## src/rtl/key_pkg.sv

```systemverilog
// Shared constants for the key debouncer: default qualification time and
// stability counter sizing.
package key_pkg;

    localparam int CLK_HZ      = 50_000_000;
    localparam int DEBOUNCE_MS = 10;

    localparam int DEBOUNCE_CYCLES_DEF = (CLK_HZ / 1000) * DEBOUNCE_MS;

    // Counter must be able to hold DEBOUNCE_CYCLES-1; one spare value keeps
    // the width sane for the smallest legal setting of 2.
    function automatic int cnt_width(input int cycles);
        return $clog2(cycles + 1);
    endfunction

    localparam int CNT_W_DEF = cnt_width(DEBOUNCE_CYCLES_DEF);

endpackage

```

## src/rtl/key_debounce_cell.sv

```systemverilog
// One key channel: two-flop synchroniser, stability counter, debounced level,
// press/release strobes and a sticky press flag.
module key_debounce_cell
    import key_pkg::*;
#(
    parameter int DEBOUNCE_CYCLES = DEBOUNCE_CYCLES_DEF
) (
    input  logic clk,
    input  logic rst,
    input  logic key_n_raw,
    input  logic event_clr,
    output logic key_level,
    output logic press_pulse,
    output logic release_pulse,
    output logic press_event
);

    localparam int               CNT_W    = cnt_width(DEBOUNCE_CYCLES);
    localparam logic [CNT_W-1:0] CNT_LAST = CNT_W'(DEBOUNCE_CYCLES - 1);

    logic             sync_meta;
    logic             sync_stable;
    logic             sampled;
    logic             accept;
    logic [CNT_W-1:0] cnt;

    assign sampled = ~sync_stable;
    assign accept  = (sampled != key_level) && (cnt == CNT_LAST);

    always_ff @(posedge clk or posedge rst) begin
        if (rst) begin
            sync_meta     <= 1'b1;
            sync_stable   <= 1'b1;
            cnt           <= '0;
            key_level     <= 1'b0;
            press_pulse   <= 1'b0;
            release_pulse <= 1'b0;
            press_event   <= 1'b0;
        end else begin
            sync_meta   <= key_n_raw;
            sync_stable <= sync_meta;

            // Any sample agreeing with the current level discards progress.
            if (sampled == key_level || accept)
                cnt <= '0;
            else
                cnt <= cnt + CNT_W'(1);

            if (accept)
                key_level <= sampled;

            press_pulse   <= accept & sampled;
            release_pulse <= accept & ~sampled;

            // Set from the registered strobe so a clear in the strobe cycle loses.
            press_event <= press_pulse | (press_event & ~event_clr);
        end
    end

endmodule

```

## src/rtl/key_debouncer.sv

```systemverilog
// Debounces the board's active-low push-buttons into clean active-high levels,
// edge strobes and software-acknowledged press flags, ahead of the button PIO.
module key_debouncer
    import key_pkg::*;
#(
    parameter int NUM_KEYS        = 3,
    parameter int DEBOUNCE_CYCLES = DEBOUNCE_CYCLES_DEF
) (
    input  logic                Clk,
    input  logic                Reset,
    input  logic [NUM_KEYS-1:0] key_n_raw,
    input  logic [NUM_KEYS-1:0] event_clr,
    output logic [NUM_KEYS-1:0] key_level,
    output logic [NUM_KEYS-1:0] press_pulse,
    output logic [NUM_KEYS-1:0] release_pulse,
    output logic [NUM_KEYS-1:0] press_event
);

    for (genvar k = 0; k < NUM_KEYS; k++) begin : g_key
        key_debounce_cell #(
            .DEBOUNCE_CYCLES(DEBOUNCE_CYCLES)
        ) u_cell (
            .clk          (Clk),
            .rst          (Reset),
            .key_n_raw    (key_n_raw[k]),
            .event_clr    (event_clr[k]),
            .key_level    (key_level[k]),
            .press_pulse  (press_pulse[k]),
            .release_pulse(release_pulse[k]),
            .press_event  (press_event[k])
        );
    end

endmodule

```

## config.mk

```make
export PLATFORM = sky130hd
export DESIGN_NAME = key_debouncer
export DESIGN_NICKNAME = d
export VERILOG_FILES = /design/src/rtl/key_pkg.sv /design/src/rtl/key_debounce_cell.sv /design/src/rtl/key_debouncer.sv
export SDC_FILE = /design/constraint.sdc
export NUM_CORES = 1
export LEC_CHECK = 0
export ABC_CLOCK_PERIOD_IN_PS = 3700
export BUFFER_PORTS_ARGS = -buffer_cell sky130_fd_sc_hd__buf_4
export CAP_MARGIN = 20
export CORE_ASPECT_RATIO = 1.2
export CORE_MARGIN = 3
export CORE_UTILIZATION = 65
export CTS_BUF_LIST = sky130_fd_sc_hd__clkbuf_16
export DETAILED_ROUTE_END_ITERATION = 7
export GPL_TIMING_DRIVEN = 0
export PLACE_DENSITY_LB_ADDON = 0.15
export SETUP_SLACK_MARGIN = 0.3
export SKIP_LAST_GASP = 1
export SLEW_MARGIN = 15
export SYNTH_ARGS = -nofsm -noshare
export SYNTH_HDL_FRONTEND = slang
export SYNTH_HIERARCHICAL = 1
export SYNTH_SLANG_ARGS = --single-unit
```

## constraint.sdc

```tcl
create_clock -name Clk -period 3.7 [get_ports Clk]
set_input_delay 0.185 -clock Clk [delete_from_list [all_inputs] [get_ports Clk]]
set_output_delay 0.185 -clock Clk [all_outputs]
set_load 0.01 [all_outputs]
```

==> results.tsv, run 1 <==
stage	metric	value	unit
detailed_routing	vias_per_cell	5.96	
clock_network	clk_path_buf_depth	2	
global_routing	antenna_found_initial	0	
power_and_ir_drop	power.share.sequential	45.2	%
power_and_ir_drop	p_total	1.87	mW
timing	finalSetupViolations	0	
timing	tightest_slew	0.987	ns
synthesis	syn_area	3630	µm²
power_and_ir_drop	power.density	444	nW/µm²
timing	fin_skew	0.00805	ns
synthesis	yosys_warnings	6	
synthesis	synthAdderAreaFrac	1.03	%
status	status	finished, final reports clean	
clock_network	clock_latency	0.33	ns
timing	hold_violations	0	
synthesis	synthXorXnorAreaFrac	10.1	%
floorplan	core_region_area	5330	µm²
critical_path	cp.required	3.91	ns
timing	fin_crit_sh	53.9	%
synthesis	synth-compound-area-share	5.89	%
synthesis	synth-simple-area-share	28.5	%
power_and_ir_drop	share_comb_of_total_power	3.1	%
timing	slew_headroom	34.1	%
clock_network	cts_tree	done	
timing	setup_tns	0	ns
power_and_ir_drop	irDropWorstVdd	287	µV
synthesis	ys_seq_elements	75	
synthesis	synth_area_leaders	dfrtp_1, xnor2_1, nor2_1, dfstp_2, nor4_1	
floorplan	dieArea	6520	µm²
synthesis	yosys.area.top_type	dfrtp_1	
placed_design	post-place-ws	1.76	ns
layout	final_common_cell	dfrtp_1	
detailed_routing	drc	0	
floorplan	io_pins	20	
floorplan	rows	29	
detailed_routing	drt_iter0_markers	177	
synthesis	syn_inst	354	
worst_hold_path	hp-class	in2async	
synthesis	ys_types	33	
synthesis	synthMuxAreaShare	0	%
synthesis	synthFlopType	dfrtp_1	
global_routing	grt_pass1_wl	12100	µm
timing	grt_setup_unrepaired	no	
critical_path	rr_startpoint	g_key[2].u_cell/cnt[9]	
layout	drive_gt1_share	18.1	%
placed_design	portBuffers	19	
power_and_ir_drop	netSwitchingFraction	19.6	%
synthesis	synth_top_family_by_area	simple AND/OR/NAND/NOR gates	
clock_network	htreeDepth	3	
placed_design	dp_hpwl	4740	µm
run	cap_violations	0	
timing	fmax	501	MHz
power_and_ir_drop	p_int	1.50	mW
synthesis	postSynthAreaPerCell	10.3	µm²
clock_network	path_clk_slew	0.06	ns
clock_network	cts_buffers	9	
detailed_routing	firstDrtPassIters	4	
layout	final_cell_mix	dfrtp_1, nor2_1, xnor2_1	
synthesis	synth_seq_area_share	51.9	%
global_routing	grt-ovfl-total	0	
synthesis	synth_edf_count	0	
critical_path	r2r_setup_slack	1.71	ns
floorplan	die_width	74.2	µm
timing	setup_slack	1.71	ns
power_and_ir_drop	power.leakage	1.72	nW
critical_path	critPathLaunchType	flop	
power_and_ir_drop	clockPowerShare	51.7	%
critical_path	worstPathArrival	2.20	ns
synthesis	synth_top_area_share	47.6	%
clock_network	cts-root-buf	clkbuf_16	
synthesis	synthesis.nets	365	
critical_path	reg2reg_depth	5	
global_routing	grt_max_degree	26	
layout	area_delta_synth_final	16.0	%
critical_path	endpoint_kind	flop	
floorplan	initial_core_util	68.1	%
detailed_routing	vias	2708	
detailed_routing	wl_per_cell	15.7	µm
timing	min_period	1.99	ns
timing	slew_violations	0	
power_and_ir_drop	power_switching	0.368	mW
critical_path	criticalPathCategory	reg2reg	
layout	final_nets	398	
layout	antenna_cells	0	
critical_path	r2r_end	g_key[2].u_cell/cnt[8]	
detailed_routing	ant_nets	0	
synthesis	synthArstFlopShare	100	%
placed_design	place.gp.congestion	0.889	
clock_network	cts.sinks	75	
global_routing	grt_pass1_vias	2655	
global_routing	grtUsageTotal	24.2	%
critical_path	crit_fanout	10	
detailed_routing	routed_wl	7120	µm
floorplan	die_h	87.9	µm
-- Yosys cell counts, drive strengths merged (6+ instances only) --
master  instances
dfrtp          69
or3             9
a21oi           9
nor2           57
nor3           15
nand4           9
xnor2          36
nand3          21
or2             6
and3            9
inv            15
xor2            6
o21ai          15
or4             6
dfstp           6
nor4           18
nand2          21
-- power groups by stage --
stage / Combinational [mW] / Sequential [mW] / Clock [mW]
finish: 0.0572 / 0.847 / 0.967
global route: 0.0652 / 0.848 / 1.02
CTS: 0.0590 / 0.847 / 0.984
detailed placement: 0.0548 / 0.861 / 0
global placement: 0.0527 / 0.860 / 0
floorplan: 0.0368 / 0.858 / 0
-- registers in the layout, summed over array words and instances (netlist names) --
signal / cells
g_key.u_cell/cnt: 57
g_key.u_cell/sync_meta: 3
g_key.u_cell/key_level: 3
g_key.u_cell/sync_stable: 3
g_key.u_cell/press_pulse: 3
g_key.u_cell/release_pulse: 3
g_key.u_cell/press_event: 3
-- critical path: stages, from the launching register on --
cell,delay (ns)
dfrtp_1,0.45
nor4_1,0.46
nand4b_1,0.25
o21ai_2,0.39
buf_4,0.25
nor2_1,0.07
-- through the flow --
| stage | utilization, % | hold slack, ns | std cells | instance area (µm²) |
|---|---|---|---|---|
| 2_1_floorplan | - | 0.189 | 354 | 3630 |
| 6_report | 79.0 | 0.0854 | 454 | 4210 |
| 3_3_place_gp | 72.2 | 0.293 | 435 | 3850 |
| 4_1_cts | 79.0 | 0.109 | 454 | 4210 |
| 5_1_grt | 79.0 | 0.148 | 454 | 4210 |
| 3_5_place_dp | 72.2 | 0.295 | 435 | 3850 |
-- final cells by class --
cell class / instances / area, µm²
flip-flops and latches: 75 / 1880
multi-input cells: 258 / 1660
fillers: 338 / 1120
clock buffers: 9 / 225
repair buffers: 22 / 173
clock inverters: 7 / 106
well taps: 62 / 77.6
inverters: 15 / 56.3
plain buffers: 6 / 33.8
-- per-layer routing --
layer  track usage, %  routed length (µm)  up-vias
met5                0                   0        -
met2             39.5                3490       49
met3             4.59                 208       16
met4             10.7                 136        0
met1             31.4                3290     1332
li1                 -                   -     1311
-- logic make-up after synthesis --
logic type / after synthesis
and+or+nand+nor: 180
DFF: 75
xor gates and xnor gates: 42
AOI/OAI and AO/OA: 33
buffers and inverters: 21
adders and majority gates: 3
-- how the worst max path moves through the flow --
stage / startpoint / to / slack [ns] / cells past startpoint
after CTS: g_key[1].u_cell/cnt[9] / g_key[1].u_cell/cnt[7] / 1.73 / 5
after global placement: g_key[1].u_cell/cnt[9] / g_key[1].u_cell/cnt[9] / 1.80 / 5
after detailed placement: g_key[1].u_cell/cnt[9] / g_key[1].u_cell/cnt[8] / 1.76 / 5
after global routing: g_key[2].u_cell/cnt[9] / g_key[2].u_cell/cnt[8] / 1.55 / 5
final: g_key[2].u_cell/cnt[9] / g_key[2].u_cell/cnt[8] / 1.71 / 5
after floorplan: g_key[0].u_cell/cnt[9] / g_key[0].u_cell/cnt[1] / 2.06 / 4
-- what timing repair did --
item,CTS,global route
buffers inserted,0,0
gates resized for setup,0,0
hold buffers,3,0
hold endpoints to repair,3,0
Power figures use the tool's default switching activity.
==> run 2, diff against run 1 <==
--- a/config.mk
+++ b/config.mk
@@ -5,12 +5,12 @@
 export SDC_FILE = /design/constraint.sdc
 export NUM_CORES = 1
 export LEC_CHECK = 0
-export ABC_CLOCK_PERIOD_IN_PS = 3700
+export ABC_CLOCK_PERIOD_IN_PS = 1600
 export BUFFER_PORTS_ARGS = -buffer_cell sky130_fd_sc_hd__buf_4
 export CAP_MARGIN = 20
 export CORE_ASPECT_RATIO = 1.2
 export CORE_MARGIN = 3
-export CORE_UTILIZATION = 65
+export CORE_UTILIZATION = 55
 export CTS_BUF_LIST = sky130_fd_sc_hd__clkbuf_16
 export DETAILED_ROUTE_END_ITERATION = 7
 export GPL_TIMING_DRIVEN = 0
==> constraint.sdc (replaced) <==
create_clock -name Clk -period 1.6 [get_ports Clk]
set_input_delay 0.08 -clock Clk [delete_from_list [all_inputs] [get_ports Clk]]
set_output_delay 0.08 -clock Clk [all_outputs]
set_load 0.01 [all_outputs]
==> run 2 against run 1 <==
  * The flow now finishes with violations (hold timing, setup timing)
  * First-iteration DRC count grew 70%
  * Cell count increased by 22%
  * Global-route usage increased by 2.5 points
  * Critical path depth unchanged
  * Critical endpoint is now g_key[2].u_cell/cnt[1]
==> results.tsv, run 2 (synthesis results as in run 1) <==
stage	metric	value	unit	change
power_and_ir_drop	power.leakage	2.30	nW	+34%
layout	utilization	87.7	%	+8.8 points
placed_design	post-place-ws	-0.198	ns	-1.95 ns
clock_network	cts_buffers	9		unchanged
power_and_ir_drop	clockPowerShare	50.6	%	-1.1 points
clock_network	cts.sinks	75		unchanged
floorplan	dieArea	7610	µm²	+17%
layout	final_cell_mix	buf_4, dfrtp_1, xnor2_1		
detailed_routing	routed_wl	12200	µm	+71%
critical_path	cp_top_family	simple AND/OR/NAND/NOR gates		
critical_path	endpoint_kind	flop		
placed_design	portBuffers	19		unchanged
clock_network	path_clk_slew	0.06	ns	about the same
clock_network	cts_tree	done		
worst_hold_path	hp-class	in2async		
floorplan	die_h	95.0	µm	+8.1%
critical_path	cp.required	1.82	ns	-2.09 ns
clock_network	clk_path_buf_depth	2		unchanged
critical_path	crit_path_cell_trace	ha_4, nand4_1, buf_4, or4_4, and3_4		
power_and_ir_drop	power_switching	0.974	mW	+160%
placed_design	place.gp.congestion	0.793		-11%
critical_path	worstPathArrival	2.03	ns	-0.17 ns
power_and_ir_drop	p_int	3.58	mW	+140%
power_and_ir_drop	power.density	836	nW/µm²	+88%
timing	setup_slack	-0.214	ns	-1.92 ns
global_routing	antenna_found_initial	0		unchanged
timing	fmax	551	MHz	+10%
layout	final_nets	476		+20%
timing	finalSetupViolations	64		+64
layout	drive_gt1_share	52.3	%	+34 points
status	status	finished with violations		
timing	min_period	1.81	ns	-0.181 ns
detailed_routing	drt_iter0_markers	301		+70%
clock_network	clock_latency	0.33	ns	about the same
critical_path	crit_fanout	4		-6
layout	multi_input_area	2140	µm²	+30%
run	cap_violations	0		unchanged
global_routing	grt_pass1_wl	15800	µm	+30%
layout	final-instance-count-excl-fill	552		+22%
global_routing	grt_use_met2	47.2	%	+7.7 points
timing	hold_violations	2		+2
detailed_routing	drc	0		unchanged
critical_path	path_buf_inv	1		unchanged
detailed_routing	ant_nets	0		unchanged
layout	antenna_cells	0		unchanged
global_routing	grt-ovfl-total	0		unchanged
timing	tightest_slew	0.981	ns	-0.00577 ns
global_routing	busiest_layer	met2		
global_routing	grt_pass1_vias	3251		+22%
power_and_ir_drop	netSwitchingFraction	21.4	%	+1.8 points
global_routing	gr-usage-met1	31.8	%	+0.37 points
clock_network	htreeDepth	3		unchanged
floorplan	rows	31		+6.9%
timing	slew_headroom	34.5	%	+0.39 points
critical_path	criticalPathCategory	reg2reg		
placed_design	dpl-instance-area	4030	µm²	+4.7%
timing	slew_violations	0		unchanged
layout	fill_cells	268		-21%
power_and_ir_drop	irDropWorstVdd	1020	µV	+260%
power_and_ir_drop	power.share.sequential	43.1	%	-2.1 points
placed_design	dp_hpwl	4770	µm	+0.74%
floorplan	die_width	80.2	µm	+8.0%
layout	area_delta_synth_final	50.0	%	
floorplan	initial_core_util	58.5	%	-9.6 points
global_routing	grtUsageTotal	26.8	%	+2.5 points
detailed_routing	vias_per_cell	6.23		+4.4%
detailed_routing	vias	3438		+27%
timing	grt_setup_unrepaired	yes		
global_routing	grt_max_degree	26		unchanged
timing	fin_skew	0.00767	ns	-0.000378 ns
status	violations	hold timing, setup timing		
critical_path	cp_slowest_stage_delay	0.52	ns	+0.06 ns
critical_path	critPathLaunchType	flop		
layout	largest_reg_flops	57		unchanged
timing	hold_ws	-0.00324	ns	-0.0887 ns
layout	fin_area	5440	µm²	+29%
critical_path	cpMaxStageDelayCell	or4_4		
floorplan	core_region_area	6210	µm²	+16%
layout	final_common_cell	buf_4		
clock_network	cts-root-buf	clkbuf_16		
placed_design	dp_cells	455		+4.6%
detailed_routing	wl_per_cell	22.0	µm	+40%
layout	regMostFlops	g_key.u_cell/cnt		
power_and_ir_drop	share_comb_of_total_power	6.3	%	+3.2 points
floorplan	io_pins	20		unchanged
timing	fin_crit_sh	113	%	+59 points
global_routing	use_met3	3.72	%	-0.87 points
detailed_routing	firstDrtPassIters	5		+1
layout	register_area	1910	µm²	+1.3%
==> run 2: changes by cell type in the layout (fill, tap and decap cells not counted), sizes merged <==
cell and delta:
buf +78, clkbuf -1, clkinv -2, dlygate4sd3 +1, inv +2
==> run 2: path summary, 6_finish.rpt <==
check	end	slack, ns	depth (start not counted)	start
hold / removal	g_key[2].u_cell/cnt[4]	-0.003	2	Reset
min in group Clk	g_key[1].u_cell/press_event	0.04	3	event_clr[1]
max in group asynchronous	g_key[0].u_cell/sync_meta	0.53	4	Reset
hold reg to reg	g_key[2].u_cell/sync_stable	0.36	0	g_key[2].u_cell/sync_meta
setup / recovery	g_key[2].u_cell/cnt[1]	-0.21	5	g_key[2].u_cell/cnt[0]
setup reg to reg	g_key[2].u_cell/cnt[1]	-0.21	5	g_key[2].u_cell/cnt[0]
==> run 2: what timing repair did <==
item	in CTS	in global routing
cloned	3	1
gates resized for setup	59	57
pin swaps	20	12
setup buffers	55	16
hold buffers	3	1
endpoints found under the hold margin	3	19
endpoints found under the setup margin	66	66
==> run 2: stage by stage <==
step                total power, mW  setup TNS [ns]
floorplan                      2.08         -0.0391
finish                         4.55           -8.53
detailed placement             2.13           -6.83
CTS                            4.45           -1.28
global route                   4.68          -11.28
global placement               2.12           -5.86
==> run 2: layout make-up <==
class	count	share of cell area [%]
plain buffers	6	1.42
multi-input cells	258	39.4
well taps	82	1.88
flip-flops and latches	75	35.1
clock buffers	9	4.14
inverters	15	1.03
repair buffers	100	15.0
clock inverters	7	2.05
==> run 2: metal layers <==
layer  vias up  part of all wire [%]
li1       1470                     -
met1      1684                    37
met2       221                    52
met3        63                   6.2
met4         0                   5.2
met5         -                     0
==> run 2: power groups by stage <==
stage | Sequential (mW) | Combinational (mW) | Clock, mW
after CTS | 1.96 | 0.197 | 2.29
after global routing | 1.96 | 0.300 | 2.41
after global placement | 1.99 | 0.132 | 0
final | 1.96 | 0.285 | 2.30
after detailed placement | 1.99 | 0.136 | 0
after floorplan | 1.98 | 0.0937 | 0
